`src/rtl/branch_pkg.sv`:
```
`default_nettype none
// +-----------------------------------------------------------------------------
// | branch_pkg : shared RV32I branch funct3 codes, FSM state type, decode helpers
// | Rev 1.0
// +-----------------------------------------------------------------------------
package branch_pkg;

  localparam logic [2:0] BEQ  = 3'b000;
  localparam logic [2:0] BNE  = 3'b001;
  localparam logic [2:0] BLT  = 3'b100;
  localparam logic [2:0] BGE  = 3'b101;
  localparam logic [2:0] BLTU = 3'b110;
  localparam logic [2:0] BGEU = 3'b111;

  typedef enum logic [1:0] {
    ST_IDLE     = 2'd0,
    ST_REDIRECT = 2'd1,
    ST_FLUSH    = 2'd2
  } state_t;

  // 010 and 011 are the reserved encodings in the branch opcode space
  function automatic logic f3_legal(input logic [2:0] f3);
    return (f3[2:1] != 2'b01);
  endfunction

  function automatic logic f3_taken(input logic [2:0] f3, input logic eq, input logic lt);
    logic t;
    t = 1'b0;
    case (f3)
      BEQ:         t = eq;
      BNE:         t = ~eq;
      BLT,  BLTU:  t = lt;
      BGE,  BGEU:  t = ~lt;
      default:     t = 1'b0;
    endcase
    return t;
  endfunction

endpackage : branch_pkg
`default_nettype wire

```
`src/rtl/branch_resolve_if.sv`:
```
`default_nettype none
// +-----------------------------------------------------------------------------
// | branch_resolve_if : branch presentation, comparator, redirect and status bus
// | Rev 1.0
// +-----------------------------------------------------------------------------
interface branch_resolve_if;

  logic        br_valid;
  logic [2:0]  br_funct3;
  logic [31:0] br_pc;
  logic [31:0] br_imm;
  logic        BrEq;
  logic        BrLt;
  logic        BrUn;
  logic        redirect_valid;
  logic        redirect_ready;
  logic [31:0] redirect_pc;
  logic        flush;
  logic        stall;
  logic        misalign;
  logic        illegal;
  logic [31:0] br_count;
  logic [31:0] taken_count;

  modport master (
    output br_valid, br_funct3, br_pc, br_imm, BrEq, BrLt, redirect_ready,
    input  BrUn, redirect_valid, redirect_pc, flush, stall, misalign, illegal,
           br_count, taken_count
  );

  modport slave (
    input  br_valid, br_funct3, br_pc, br_imm, BrEq, BrLt, redirect_ready,
    output BrUn, redirect_valid, redirect_pc, flush, stall, misalign, illegal,
           br_count, taken_count
  );

endinterface : branch_resolve_if
`default_nettype wire

```
`src/rtl/sat_counter.sv`:
```
`default_nettype none
// +-----------------------------------------------------------------------------
// | sat_counter : up-counter with increment enable that sticks at all-ones
// | Rev 1.0
// +-----------------------------------------------------------------------------
module sat_counter #(
  parameter int WIDTH = 32
) (
  input  wire logic             clk,
  input  wire logic             rst_n,
  input  wire logic             i_en,
  output logic [WIDTH-1:0]      o_count
);

  logic [WIDTH-1:0] r_count;

  always_ff @(posedge clk or negedge rst_n) begin
    if (!rst_n) begin
      r_count <= '0;
    end else if (i_en && (r_count != {WIDTH{1'b1}})) begin
      r_count <= r_count + 1'b1;
    end
  end

  assign o_count = r_count;

endmodule : sat_counter
`default_nettype wire

```
`src/rtl/branch_resolve.sv`:
```
`default_nettype none
// +-----------------------------------------------------------------------------
// | branch_resolve : resolves conditional branches, issues fetch redirect + flush
// | Rev 1.0
// +-----------------------------------------------------------------------------
module branch_resolve
  import branch_pkg::*;
#(
  parameter int FLUSH_CYCLES = 2
) (
  input  wire logic         clk,
  input  wire logic         rst_n,
  branch_resolve_if.slave   bif
);

  state_t      r_state;
  state_t      w_state_nxt;
  logic [2:0]  r_flush_cnt;
  logic [2:0]  w_flush_cnt_nxt;
  logic [31:0] r_target;
  logic        r_misalign;
  logic        r_illegal;

  logic        w_accept;
  logic        w_legal;
  logic        w_taken;
  logic [31:0] w_target;
  logic        w_go;

  assign w_accept = bif.br_valid && (r_state == ST_IDLE);
  assign w_legal  = f3_legal(bif.br_funct3);
  assign w_taken  = w_legal && f3_taken(bif.br_funct3, bif.BrEq, bif.BrLt);
  assign w_target = bif.br_pc + bif.br_imm;
  assign w_go     = w_accept && w_taken && (w_target[1:0] == 2'b00);

  always_ff @(posedge clk or negedge rst_n) begin
    if (!rst_n) begin
      r_state     <= ST_IDLE;
      r_flush_cnt <= 3'd0;
    end else begin
      r_state     <= w_state_nxt;
      r_flush_cnt <= w_flush_cnt_nxt;
    end
  end

  always_comb begin
    w_state_nxt     = r_state;
    w_flush_cnt_nxt = r_flush_cnt;
    case (r_state)
      ST_IDLE: begin
        if (w_go) w_state_nxt = ST_REDIRECT;
      end
      ST_REDIRECT: begin
        if (bif.redirect_ready) begin
          w_state_nxt     = ST_FLUSH;
          w_flush_cnt_nxt = 3'(FLUSH_CYCLES);
        end
      end
      ST_FLUSH: begin
        w_flush_cnt_nxt = r_flush_cnt - 3'd1;
        if (r_flush_cnt <= 3'd1) w_state_nxt = ST_IDLE;
      end
      default: begin
        w_state_nxt     = ST_IDLE;
        w_flush_cnt_nxt = 3'd0;
      end
    endcase
  end

  // Target captured only for redirecting branches so redirect_pc stays frozen
  always_ff @(posedge clk or negedge rst_n) begin
    if (!rst_n) begin
      r_target   <= 32'd0;
      r_misalign <= 1'b0;
      r_illegal  <= 1'b0;
    end else begin
      r_misalign <= w_accept && w_taken && (w_target[1:0] != 2'b00);
      r_illegal  <= w_accept && !w_legal;
      if (w_go) r_target <= w_target;
    end
  end

  sat_counter #(.WIDTH(32)) u_br_cnt (
    .clk     (clk),
    .rst_n   (rst_n),
    .i_en    (w_accept && w_legal),
    .o_count (bif.br_count)
  );

  sat_counter #(.WIDTH(32)) u_taken_cnt (
    .clk     (clk),
    .rst_n   (rst_n),
    .i_en    (w_accept && w_taken),
    .o_count (bif.taken_count)
  );

  assign bif.BrUn           = (bif.br_funct3 == BLTU) || (bif.br_funct3 == BGEU);
  assign bif.redirect_valid = (r_state == ST_REDIRECT);
  assign bif.redirect_pc    = r_target;
  assign bif.flush          = (r_state == ST_FLUSH);
  assign bif.stall          = (r_state != ST_IDLE);
  assign bif.misalign       = r_misalign;
  assign bif.illegal        = r_illegal;

endmodule : branch_resolve
`default_nettype wire

```
`src/flat_wrapper.sv`:
```
// flat-port wrapper written by rule: the top's interface ports become plain ports
module branch_resolve_flat import branch_pkg::*;
#(
  parameter int FLUSH_CYCLES = 2
)
  (clk, rst_n, bif_br_valid, bif_br_funct3, bif_br_pc, bif_br_imm, bif_BrEq, bif_BrLt, bif_redirect_ready, bif_BrUn, bif_redirect_valid, bif_redirect_pc, bif_flush, bif_stall, bif_misalign, bif_illegal, bif_br_count, bif_taken_count);
  branch_resolve_if bif_i ();
  input  wire logic clk;
  input  wire logic rst_n;
  input wire logic [$bits(bif_i.br_valid)-1:0] bif_br_valid;
  input wire logic [$bits(bif_i.br_funct3)-1:0] bif_br_funct3;
  input wire logic [$bits(bif_i.br_pc)-1:0] bif_br_pc;
  input wire logic [$bits(bif_i.br_imm)-1:0] bif_br_imm;
  input wire logic [$bits(bif_i.BrEq)-1:0] bif_BrEq;
  input wire logic [$bits(bif_i.BrLt)-1:0] bif_BrLt;
  input wire logic [$bits(bif_i.redirect_ready)-1:0] bif_redirect_ready;
  output wire logic [$bits(bif_i.BrUn)-1:0] bif_BrUn;
  output wire logic [$bits(bif_i.redirect_valid)-1:0] bif_redirect_valid;
  output wire logic [$bits(bif_i.redirect_pc)-1:0] bif_redirect_pc;
  output wire logic [$bits(bif_i.flush)-1:0] bif_flush;
  output wire logic [$bits(bif_i.stall)-1:0] bif_stall;
  output wire logic [$bits(bif_i.misalign)-1:0] bif_misalign;
  output wire logic [$bits(bif_i.illegal)-1:0] bif_illegal;
  output wire logic [$bits(bif_i.br_count)-1:0] bif_br_count;
  output wire logic [$bits(bif_i.taken_count)-1:0] bif_taken_count;
  assign bif_i.br_valid = bif_br_valid;
  assign bif_i.br_funct3 = bif_br_funct3;
  assign bif_i.br_pc = bif_br_pc;
  assign bif_i.br_imm = bif_br_imm;
  assign bif_i.BrEq = bif_BrEq;
  assign bif_i.BrLt = bif_BrLt;
  assign bif_i.redirect_ready = bif_redirect_ready;
  assign bif_BrUn = bif_i.BrUn;
  assign bif_redirect_valid = bif_i.redirect_valid;
  assign bif_redirect_pc = bif_i.redirect_pc;
  assign bif_flush = bif_i.flush;
  assign bif_stall = bif_i.stall;
  assign bif_misalign = bif_i.misalign;
  assign bif_illegal = bif_i.illegal;
  assign bif_br_count = bif_i.br_count;
  assign bif_taken_count = bif_i.taken_count;
  branch_resolve #(.FLUSH_CYCLES(FLUSH_CYCLES)) u_core (.clk(clk), .rst_n(rst_n), .bif(bif_i));
endmodule
```
`config.mk`:
```
export PLATFORM = sky130hd
export DESIGN_NAME = branch_resolve_flat
export DESIGN_NICKNAME = d
export VERILOG_FILES = /design/src/rtl/branch_pkg.sv /design/src/rtl/branch_resolve_if.sv /design/src/rtl/sat_counter.sv /design/src/rtl/branch_resolve.sv /design/src/flat_wrapper.sv
export SDC_FILE = /design/constraint.sdc
export NUM_CORES = 1
export LEC_CHECK = 0
export CAP_MARGIN = 40
export CORE_UTILIZATION = 30
export CTS_CLUSTER_SIZE = 20
export DETAILED_ROUTE_END_ITERATION = 8
export HOLD_SLACK_MARGIN = 0.06
export PLACE_DENSITY_LB_ADDON = 0.1
export SYNTH_ARGS = -nofsm -noshare
export SYNTH_HDL_FRONTEND = slang
export SYNTH_SLANG_ARGS = --single-unit
```
`constraint.sdc`:
```
create_clock -name clk -period 6.3 [get_ports clk]
set_clock_uncertainty 0.05 [all_clocks]
set_input_delay 1.575 -clock clk [delete_from_list [all_inputs] [get_ports clk]]
set_output_delay 1.575 -clock clk [all_outputs]
set_load 0.02 [all_outputs]
```
==> results of run 1 <==
==> kinds of logic (layout without fill, tap and decap cells) <==
logic type                 count (synthesis)  in the layout  share of synthesized area
AOI/OAI and AO/OA                        131            131                      0.143
buffers and inverters                     33            212                     0.0204
xor gates and xnor gates                  88             88                      0.126
adders and majority gates                 40             40                     0.0828
muxes                                      7              7                     0.0120
DFF                                      103            103                      0.420
and+or+nand+nor                          229            229                      0.196
==> power by group <==
group	internal, µW	leakage (µW)	switching [µW]
Sequential	786	0.00137	103
Combinational	420	0.00222	474
Clock	310	0.000137	261
Total	1520	0.00372	838
==> path summary, 6_finish.rpt <==
check	startpoint	end	slack, ns	cells after the start
setup / recovery	bif_br_funct3[2]	bif_BrUn	1.85	3
min in group asynchronous	rst_n	u_core.u_taken_cnt.o_count[10]	1.19	1
max in group asynchronous	rst_n	u_core.u_br_cnt.o_count[9]	3.82	2
setup reg to reg	u_core.r_state[1]	u_core.u_taken_cnt.o_count[6]	3.46	9
hold / removal	u_core.bif.redirect_pc[9]	u_core.bif.redirect_pc[9]	0.43	2
hold reg to reg	u_core.bif.redirect_pc[9]	u_core.bif.redirect_pc[9]	0.43	2
==> flip-flops by register name, summed over array words and instances, names as in the netlist <==
name	count
u_core.bif.redirect_pc	32
u_core.u_br_cnt.o_count	32
u_core.bif.illegal	1
u_core.u_taken_cnt.o_count	32
u_core.r_flush_cnt	3
u_core.bif.misalign	1
u_core.r_state	2
==> per-layer routing <==
| layer | up-vias | track usage | wire, µm | share of wire |
|---|---|---|---|---|
| met5 | - | 0 | 0 | 0 |
| met4 | 0 | 0.0654 | 346 | 0.022 |
| met3 | 18 | 0.0258 | 672 | 0.042 |
| li1 | 2584 | - | - | - |
| met2 | 147 | 0.250 | 7400 | 0.46 |
| met1 | 2459 | 0.214 | 7670 | 0.48 |
==> through the flow <==
stage | power, µW | util | hold slack (ns) | cell area [µm²]
after detailed placement | 1800 | 0.413 | 0.422 | 8180
after global placement | 1780 | 0.413 | 0.419 | 8180
final | 2350 | 0.428 | 0.435 | 8460
after global routing | 2510 | 0.428 | 0.459 | 8460
after CTS | 2390 | 0.428 | 0.440 | 8460
after floorplan | 1370 | - | 0.416 | 6130
==> worst max-delay path, cell delays in order <==
cell and delay [ns]:
clkdlybuf4s50_1 0.51, and2_1 0.14, clkdlybuf4s50_1 0.60
==> area by class of cell <==
class / instances / area [µm²]
Multi-Input combinational cell: 495 / 3430
Sequential cell: 103 / 2580
Inverter: 21 / 78.8
Fill cell: 1948 / 11300
Clock buffer: 11 / 233
Clock inverter: 4 / 55.1
Timing Repair Buffer: 176 / 1750
Tap cell: 265 / 332
==> cell usage in the layout, fill, tap and decap left out, drive strengths merged, types with 31 or more instances in the layout <==
cell           synthesis  final
xor2                  39     39
a21oi                 31     31
xnor2                 49     49
nor2                  36     36
clkdlybuf4s50          0    173
nand2                 79     79
o21ai                 36     36
ha                    39     39
nand3                 32     32
dfrtp                103    103
==> metrics.txt, run 1 <==
placed cell count 1060; Max transition margin 0.521; post-synth top area cell dfrtp_1; clock transition at the registers of the reported paths 0.08 ns; Hold Crit Class flop to flop; postcts setup bufs 0; TritonCTS clock tree yes; setup tns final 0 ns; Post-Syn Area per Cell 9.72 µm²; Post-CTS Hold Buffers 0; H-tree Lvls 3; Final Worst Setup Slack 1.85 ns; Post-route DRC 0; top cells by area, synth dfrtp_1 (42%), ha_1 (8.0%), xnor2_1 (7.0%), xor2_1 (5.6%), nand2_1 (4.8%); unrepaired setup endpoints after global routing false; Inserted Diodes 0; antenna violations before repair 0; drt total wl 16.1 mm; total gr overflow 0; Slew Limit Fails 0; area growth from synthesis to layout 38.0%; Post-synth EDFFs 0; vias 5208; Synth Warn # 0; row count 51; max-cap viol count 0; Detailed Place HPWL 12.4 mm; Post-CTS Resized 0; Vert. Die Dim 145 µm; Worst Path Required 4.68 ns; crit start category input port; count of cell types in the netlist 67; crit path kind input port to output port; starting density of the core 0.310; first-pass GRT wire length 26.9 mm; share of layout cells above drive strength 1 0.0494; CP arrival 2.82 ns; largest net degree at the start of global routing 67; clock sinks 103; CP Capture Type output port; total core area 19800 µm²; io pins 175; Non-Filler Instances 1075; input/output buffers 174; Num CTS Buffers 9; Root Driver clkbuf_16; die area 21000 µm²; Tcrit/Tclk final 0.706; Post-synth top cells dfrtp_1 (103), nand2_1 (78), xnor2_1 (49), ha_1 (39), xor2_1 (39); nets 919; VDD IR-drop max 0.117 mV; final hold vios 0; Pleak 0.00372 µW; Mapped Area 6130 µm²; # setup viols final 0; Pre-Repair DR Iteration Count 6; drt wl/cell 15.0 µm; Max Clk Rate 225 MHz; gpl congestion 0.863; ys async rst share 1.00; Yosys top cell area share 0.420; detailed router's first-iteration violation count 196; Synth Register Bits 103; most common flop cell mapped by yosys dfrtp_1; Die W 145 µm; Vias/cell 4.84; antenna-violating nets left 0; worst skew pair latency 0.35 ns; GRT Resource Usage Total 0.158; power per cell area 278 nW/µm²; fin crit period 4.45 ns; CTS max path bufs 2; Seq/Total Area, Yosys 0.420; Least-Margin Pin Slew 0.719 ns; worst slack, placed 1.53 ns; Syn Inst Count 631; outcome completed; Mapped Nets 744; vias in the first global route 5186; most common cell in the netlist dfrtp_1; CP max FO 4
(Power assumes the default switching activity.)
==> inputs of run 2 (changes only) <==
clock period = 4.4 ns   (was 6.3 ns; I/O delays follow)
==> run 2 against run 1 <==
Compared with the run above:
- combinational power increased by 43%
- total power increased by 45%
- critical path depth increased by 8
- first-iteration DRC count decreased by 12%
- register-to-register slack got worse by 1.7 ns
- count of clock-buffer cells in the layout decreased by 1
- utilization increased by 0.27 points
- clock power increased by 52%
- cell count increased by 0.28%
- critical endpoint is now u_core.bif.redirect_pc[30]
==> metrics.txt, run 2 (same netlist as run 1, synthesis figures left out) <==
Worst Path Required 4.55 ns (-0.13 ns); Flop pwr share 0.372 (-0.006); TritonCTS clock tree yes; GRT met2 Usage 0.256 (+0.00577); H-tree Lvls 3 (unchanged); unrepaired setup endpoints after global routing false; CP Capture Type flop; GRT met3 Usage 0.0289 (+0.00314); placed cell count 1062 (+0.19%); area growth from synthesis to layout 38.9%; outcome completed; crit path cell chain clkdlybuf4s50_1 > ha_1 > fa_1 > a21o_1 > a211oi_1 > nor3_1 > o31ai_1 > o211ai_1 > a21oi_1 > xor2_1 > o21ai_0; combinational power share 0.374 (-0.006); sw frac 0.357 (+0.00122); clock share of power 0.254 (+0.011); CP bufs+invs 1 (-1); clock sinks 103 (unchanged); Top Family by Delay on Critical Path compound AO/OA/AOI/OAI gates; R2R depth 9 (unchanged); fin crit period 3.95 ns; total gr overflow 0 (unchanged); Root Driver clkbuf_16; detailed router's first-iteration violation count 173 (-12%); highest-count cells in the layout ignoring fill and taps clkdlybuf4s50_1 (173), dfrtp_1 (103), nand2_1 (77), xnor2_1 (49); worst r2r dst u_core.u_taken_cnt.o_count[6]; Post-CTS Hold Buffers 0 (unchanged); Vias/cell 4.76 (-1.7%); worst skew pair latency 0.35 ns (about the same); Slowest cell on crit path o31ai_1; nets 921 (+0.22%); # setup viols final 0 (unchanged); Psw 1220 µW (+46%); vias in the first global route 5167 (-0.37%); Inserted Diodes 0 (unchanged); CP max FO 4 (unchanged); Crit. path cell count 11 (+8); max incr delay on CP 0.53 ns (-0.07 ns); input/output buffers 174 (unchanged); share of layout cells above drive strength 1 0.0554 (+0.00597); Non-Filler Instances 1078 (+0.28%); total core area 19800 µm² (unchanged); io pins 175 (unchanged); hold_ws 0.430 ns (-0.00450 ns); Die W 145 µm (unchanged); setup tns final 0 ns (unchanged); row count 51 (unchanged); Worst Setup EP u_core.bif.redirect_pc[30]; Hold Crit Class flop to flop; max-cap viol count 0 (unchanged); Max transition margin 0.516 (-0.00490); most common cell after layout, fill and taps aside clkdlybuf4s50_1; VDD IR-drop max 0.185 mV (+57%); vias 5134 (-1.4%); Post-CTS Resized 0 (unchanged); gpl congestion 0.824 (-4.5%); clock transition at the registers of the reported paths 0.07 ns (about the same); Final Worst Setup Slack 0.446 ns (-1.41 ns); Vert. Die Dim 145 µm (unchanged); power per cell area 401 nW/µm² (+44%); worst slack, placed 0.0897 ns (-1.44 ns); die area 21000 µm² (unchanged); Max Clk Rate 253 MHz; postcts setup bufs 0 (unchanged); largest net degree at the start of global routing 67 (unchanged); CP arrival 4.11 ns (+1.29 ns); met1 usage 0.211 (-0.00276); Num CTS Buffers 9 (unchanged); Detailed Place HPWL 12.4 mm (+0.16%); crit path kind input port to flop; antenna-violating nets left 0 (unchanged); worst setup path start bif_br_imm[0]; drt wl/cell 14.9 µm (-0.27%); final hold vios 0 (unchanged); Slew Limit Fails 0 (unchanged); Tcrit/Tclk final 0.899; Post-route DRC 0 (unchanged); Crit Reg-Reg Startpoint u_core.r_state[1]; Pre-Repair DR Iteration Count 4 (-2); Finished Core Util 0.431 (+0.00272); crit start category input port; CTS max path bufs 2 (unchanged); GRT Resource Usage Total 0.158 (-0.000642); Worst R2R Setup Slack 1.81 ns (-1.65 ns); starting density of the core 0.310 (unchanged); drt total wl 16.1 mm (about the same); Pint 2200 µW (+45%); grt peak-use layer met2; Least-Margin Pin Slew 0.726 ns (+0.00735 ns); first-pass GRT wire length 26.8 mm (-0.33%); antenna violations before repair 0 (unchanged); Pleak 0.00375 µW (+0.80%)
## run 2: final cells by class
type	instances	area [µm²]
well taps	265	332
flip-flops and latches	103	2580
multi-input cells	495	3430
clock buffers	10	239
clock inverters	6	75.1
fillers	1949	11300
inverters	21	78.8
repair buffers	178	1780
## run 2: power by group through the flow
stage / Combinational (µW) / Clock (µW) / Sequential (µW)
5_1_grt: 1400 / 928 / 1300
3_3_place_gp: 1280 / 0 / 1290
6_report: 1280 / 868 / 1270
2_1_floorplan: 506 / 0 / 1460
4_1_cts: 1300 / 901 / 1270
3_5_place_dp: 1290 / 0 / 1290
## run 2: through the flow
stage / total power (µW) / instance area (µm²)
floorplan: 1960 / 6130
global placement: 2560 / 8200
detailed placement: 2580 / 8200
CTS: 3470 / 8520
global route: 3620 / 8520
finish: 3420 / 8520
## run 2: tightest hold or removal path, delay by kind of cell (launching register included)
kind	cells	cell delay, ns
AO/OA/AOI/OAI	1	0.05
flip-flops	1	0.34
AND/OR/NAND/NOR	1	0.05
## run 2: how the worst min path moves through the flow
| stage | startpoint | to | cells past startpoint |
|---|---|---|---|
| after global routing | u_core.u_taken_cnt.o_count[14] | u_core.u_taken_cnt.o_count[14] | 1 |
| final | u_core.bif.redirect_pc[16] | u_core.bif.redirect_pc[16] | 2 |
| after detailed placement | u_core.bif.redirect_pc[16] | u_core.bif.redirect_pc[16] | 2 |
| after global placement | u_core.bif.redirect_pc[17] | u_core.bif.redirect_pc[17] | 2 |
| after floorplan | u_core.r_flush_cnt[2] | u_core.r_flush_cnt[2] | 1 |
| after CTS | u_core.bif.redirect_pc[16] | u_core.bif.redirect_pc[16] | 2 |
## run 2: metal layers
| metal | up-vias | wire, µm | part of all wire |
|---|---|---|---|
| met1 | 2405 | 7610 | 0.47 |
| met4 | 0 | 206 | 0.013 |
| met5 | - | 0 | 0 |
| met2 | 127 | 7440 | 0.46 |
| li1 | 2591 | - | - |
| met3 | 11 | 827 | 0.051 |
==> inputs of run 3 (changes only) <==
CORE_MARGIN = 8   (was unset)
SKIP_LAST_GASP = 1   (was unset)
==> run 3 against run 2 <==
Compared with the run above:
- utilization shrank 0.88 points
- total power shrank 2.3%
- non-clock buffer count grew 2
- sequential share of layout area is essentially flat
- clock power shrank 12%
- flip-flop and latch count is the same
- worst setup slack is essentially flat
- count of clock-buffer cells in the layout grew 1
- sequential power is essentially flat
- register-to-register slack lost 0.04 ns
- critical path depth is the same
- highest routed layer unchanged
==> metrics.txt, run 3 (same netlist as run 1, synthesis figures left out) <==
most common cell after layout, fill and taps aside clkdlybuf4s50_1; TritonCTS clock tree yes; worst skew pair latency 0.35 ns (about the same); worst setup path start bif_br_imm[0]; Pleak 0.00375 µW (about the same); detailed router's first-iteration violation count 229 (+32%); Vias/cell 4.88 (+2.4%); area growth from synthesis to layout 38.7%; Pre-Repair DR Iteration Count 5 (+1); hold_ws 0.430 ns (-0.000114 ns); Crit Reg-Reg Startpoint u_core.r_state[0]; CP Capture Type flop; WHS Endpoint u_core.bif.redirect_pc[21]; H-tree Lvls 3 (unchanged); Least-Margin Pin Slew 0.638 ns (-0.0879 ns); row count 52 (+2.0%); highest-count cells in the layout ignoring fill and taps clkdlybuf4s50_1 (173), dfrtp_1 (103), nand2_1 (77), xnor2_1 (49); io pins 175 (unchanged); outcome completed; Tcrit/Tclk final 0.899 (about the same); drt total wl 17.6 mm (+9.2%); max-cap viol count 0 (unchanged); Num CTS Buffers 9 (unchanged); Worst R2R Setup Slack 1.77 ns (-0.04 ns); worst r2r dst u_core.u_taken_cnt.o_count[6]; CP max FO 4 (unchanged); Max transition margin 0.564 (+0.0476); Fill cells 1975 (+1.3%); Hold Crit Class flop to flop; CP arrival 4.10 ns (about the same); total gr overflow 0 (unchanged); first-pass GRT wire length 29.2 mm (+9.2%); Hold Startpoint u_core.bif.redirect_pc[21]; Worst Path Required 4.55 ns (about the same); total core area 20200 µm² (+2.0%); fin crit period 3.95 ns (+0.000182 ns); starting density of the core 0.304 (-0.00596); Post-CTS Resized 0 (unchanged); # setup viols final 0 (unchanged); CTS max path bufs 2 (unchanged); die area 25300 µm² (+20%); VDD IR-drop max 0.176 mV (-4.5%); Slew Limit Fails 0 (unchanged); max incr delay on CP 0.48 ns (-0.05 ns); crit path cell chain clkdlybuf4s50_1 > ha_1 > fa_1 > a21o_1 > a211oi_1 > nor3_1 > o31ai_1 > o211ai_1 > a21oi_1 > xor2_1 > o21ai_0; final hold vios 0 (unchanged); sequential standard cell area 2580 µm² (unchanged); Multi-input gate area 3430 µm² (unchanged); antenna violations before repair 0 (unchanged); crit start category input port; fin area 8510 µm² (-0.13%); clock transition at the registers of the reported paths 0.07 ns (about the same); setup tns final 0 ns (unchanged); gpl congestion 0.824 (about the same); Root Driver clkbuf_16; Post-route DRC 0 (unchanged); postcts setup bufs 0 (unchanged); WHS Path Cells 2 (unchanged); Die W 159 µm (+9.7%); crit path kind input port to flop; GRT Resource Usage Total 0.141 (-0.0163); antenna-violating nets left 0 (unchanged); unrepaired setup endpoints after global routing false; Vert. Die Dim 159 µm (+9.7%); clock sinks 103 (unchanged); vias 5287 (+3.0%); Max Clk Rate 253 MHz (about the same); input/output buffers 174 (unchanged); power per cell area 393 nW/µm² (-2.1%); vias in the first global route 5594 (+8.3%); R2R depth 9 (unchanged); drt wl/cell 16.2 µm (+8.6%); largest net degree at the start of global routing 65 (-3.0%); post-place instance area 8230 µm² (+0.35%); share of layout cells above drive strength 1 0.0553 (-0.0000680); nets 923 (+0.22%); Inserted Diodes 0 (unchanged); Slowest cell on crit path o31ai_1; Detailed Place HPWL 13.9 mm (+12%); Post-CTS Hold Buffers 0 (unchanged)
run 3: cell count changes in the layout (fill, tap and decap cells not counted), sizes merged:
| cell | before | now |
|---|---|---|
| buf | 5 | 7 |
| clkinv | 1 | 3 |
| inv | 24 | 22 |
| bufinv | 1 | 0 |
| clkbuf | 10 | 11 |
| clkinvlp | 1 | 0 |
run 3: critical path: cells and delay by family:
family          cells  cell delay, ns
compound gates      6            1.61
fa+ha+maj           2            0.67
buf+inv             1            0.40
simple gates        1            0.16
xor+xnor            1            0.15
run 3: power breakdown:
group          switching, µW  internal (µW)  leakage [µW]  total [µW]
Sequential               161           1130       0.00137        1290
Combinational            681            606       0.00224        1290
Clock                    365            400      0.000136         765
run 3: per-layer routing:
metal / part of all wire / global-route usage
met1: 0.46 / 0.174
met2: 0.48 / 0.237
met3: 0.053 / 0.0396
met4: 0.013 / 0.0420
met5: 0 / 0
run 3: layout make-up:
class / instances / share of cell area
sequential: 103 / 0.303
tap: 270 / 0.0397
inverter: 21 / 0.00927
timing repair buffer: 180 / 0.212
multi-input combinational: 495 / 0.404
clock buffer: 11 / 0.0285
clock inverter: 4 / 0.00368
run 3: how the worst max path moves through the flow:
stage,end,slack [ns],cells past startpoint
2_1_floorplan,u_core.bif.redirect_pc[26],1.02,10
3_3_place_gp,u_core.bif.redirect_pc[30],0.19,11
3_5_place_dp,u_core.bif.redirect_pc[26],0.11,11
4_1_cts,u_core.bif.redirect_pc[26],0.49,11
5_1_grt,u_core.bif.redirect_pc[26],0.25,11
6_report,u_core.bif.redirect_pc[26],0.45,11
run 3: metrics by stage:
step / worst slack (ns) / util / std cells / total power [µW]
floorplan: 1.02 / - / 631 / 1960
global placement: 0.191 / 0.407 / 1068 / 2590
detailed placement: 0.110 / 0.408 / 1069 / 2600
CTS: 0.494 / 0.422 / 1084 / 3390
global route: 0.252 / 0.422 / 1084 / 3580
finish: 0.446 / 0.422 / 1084 / 3340
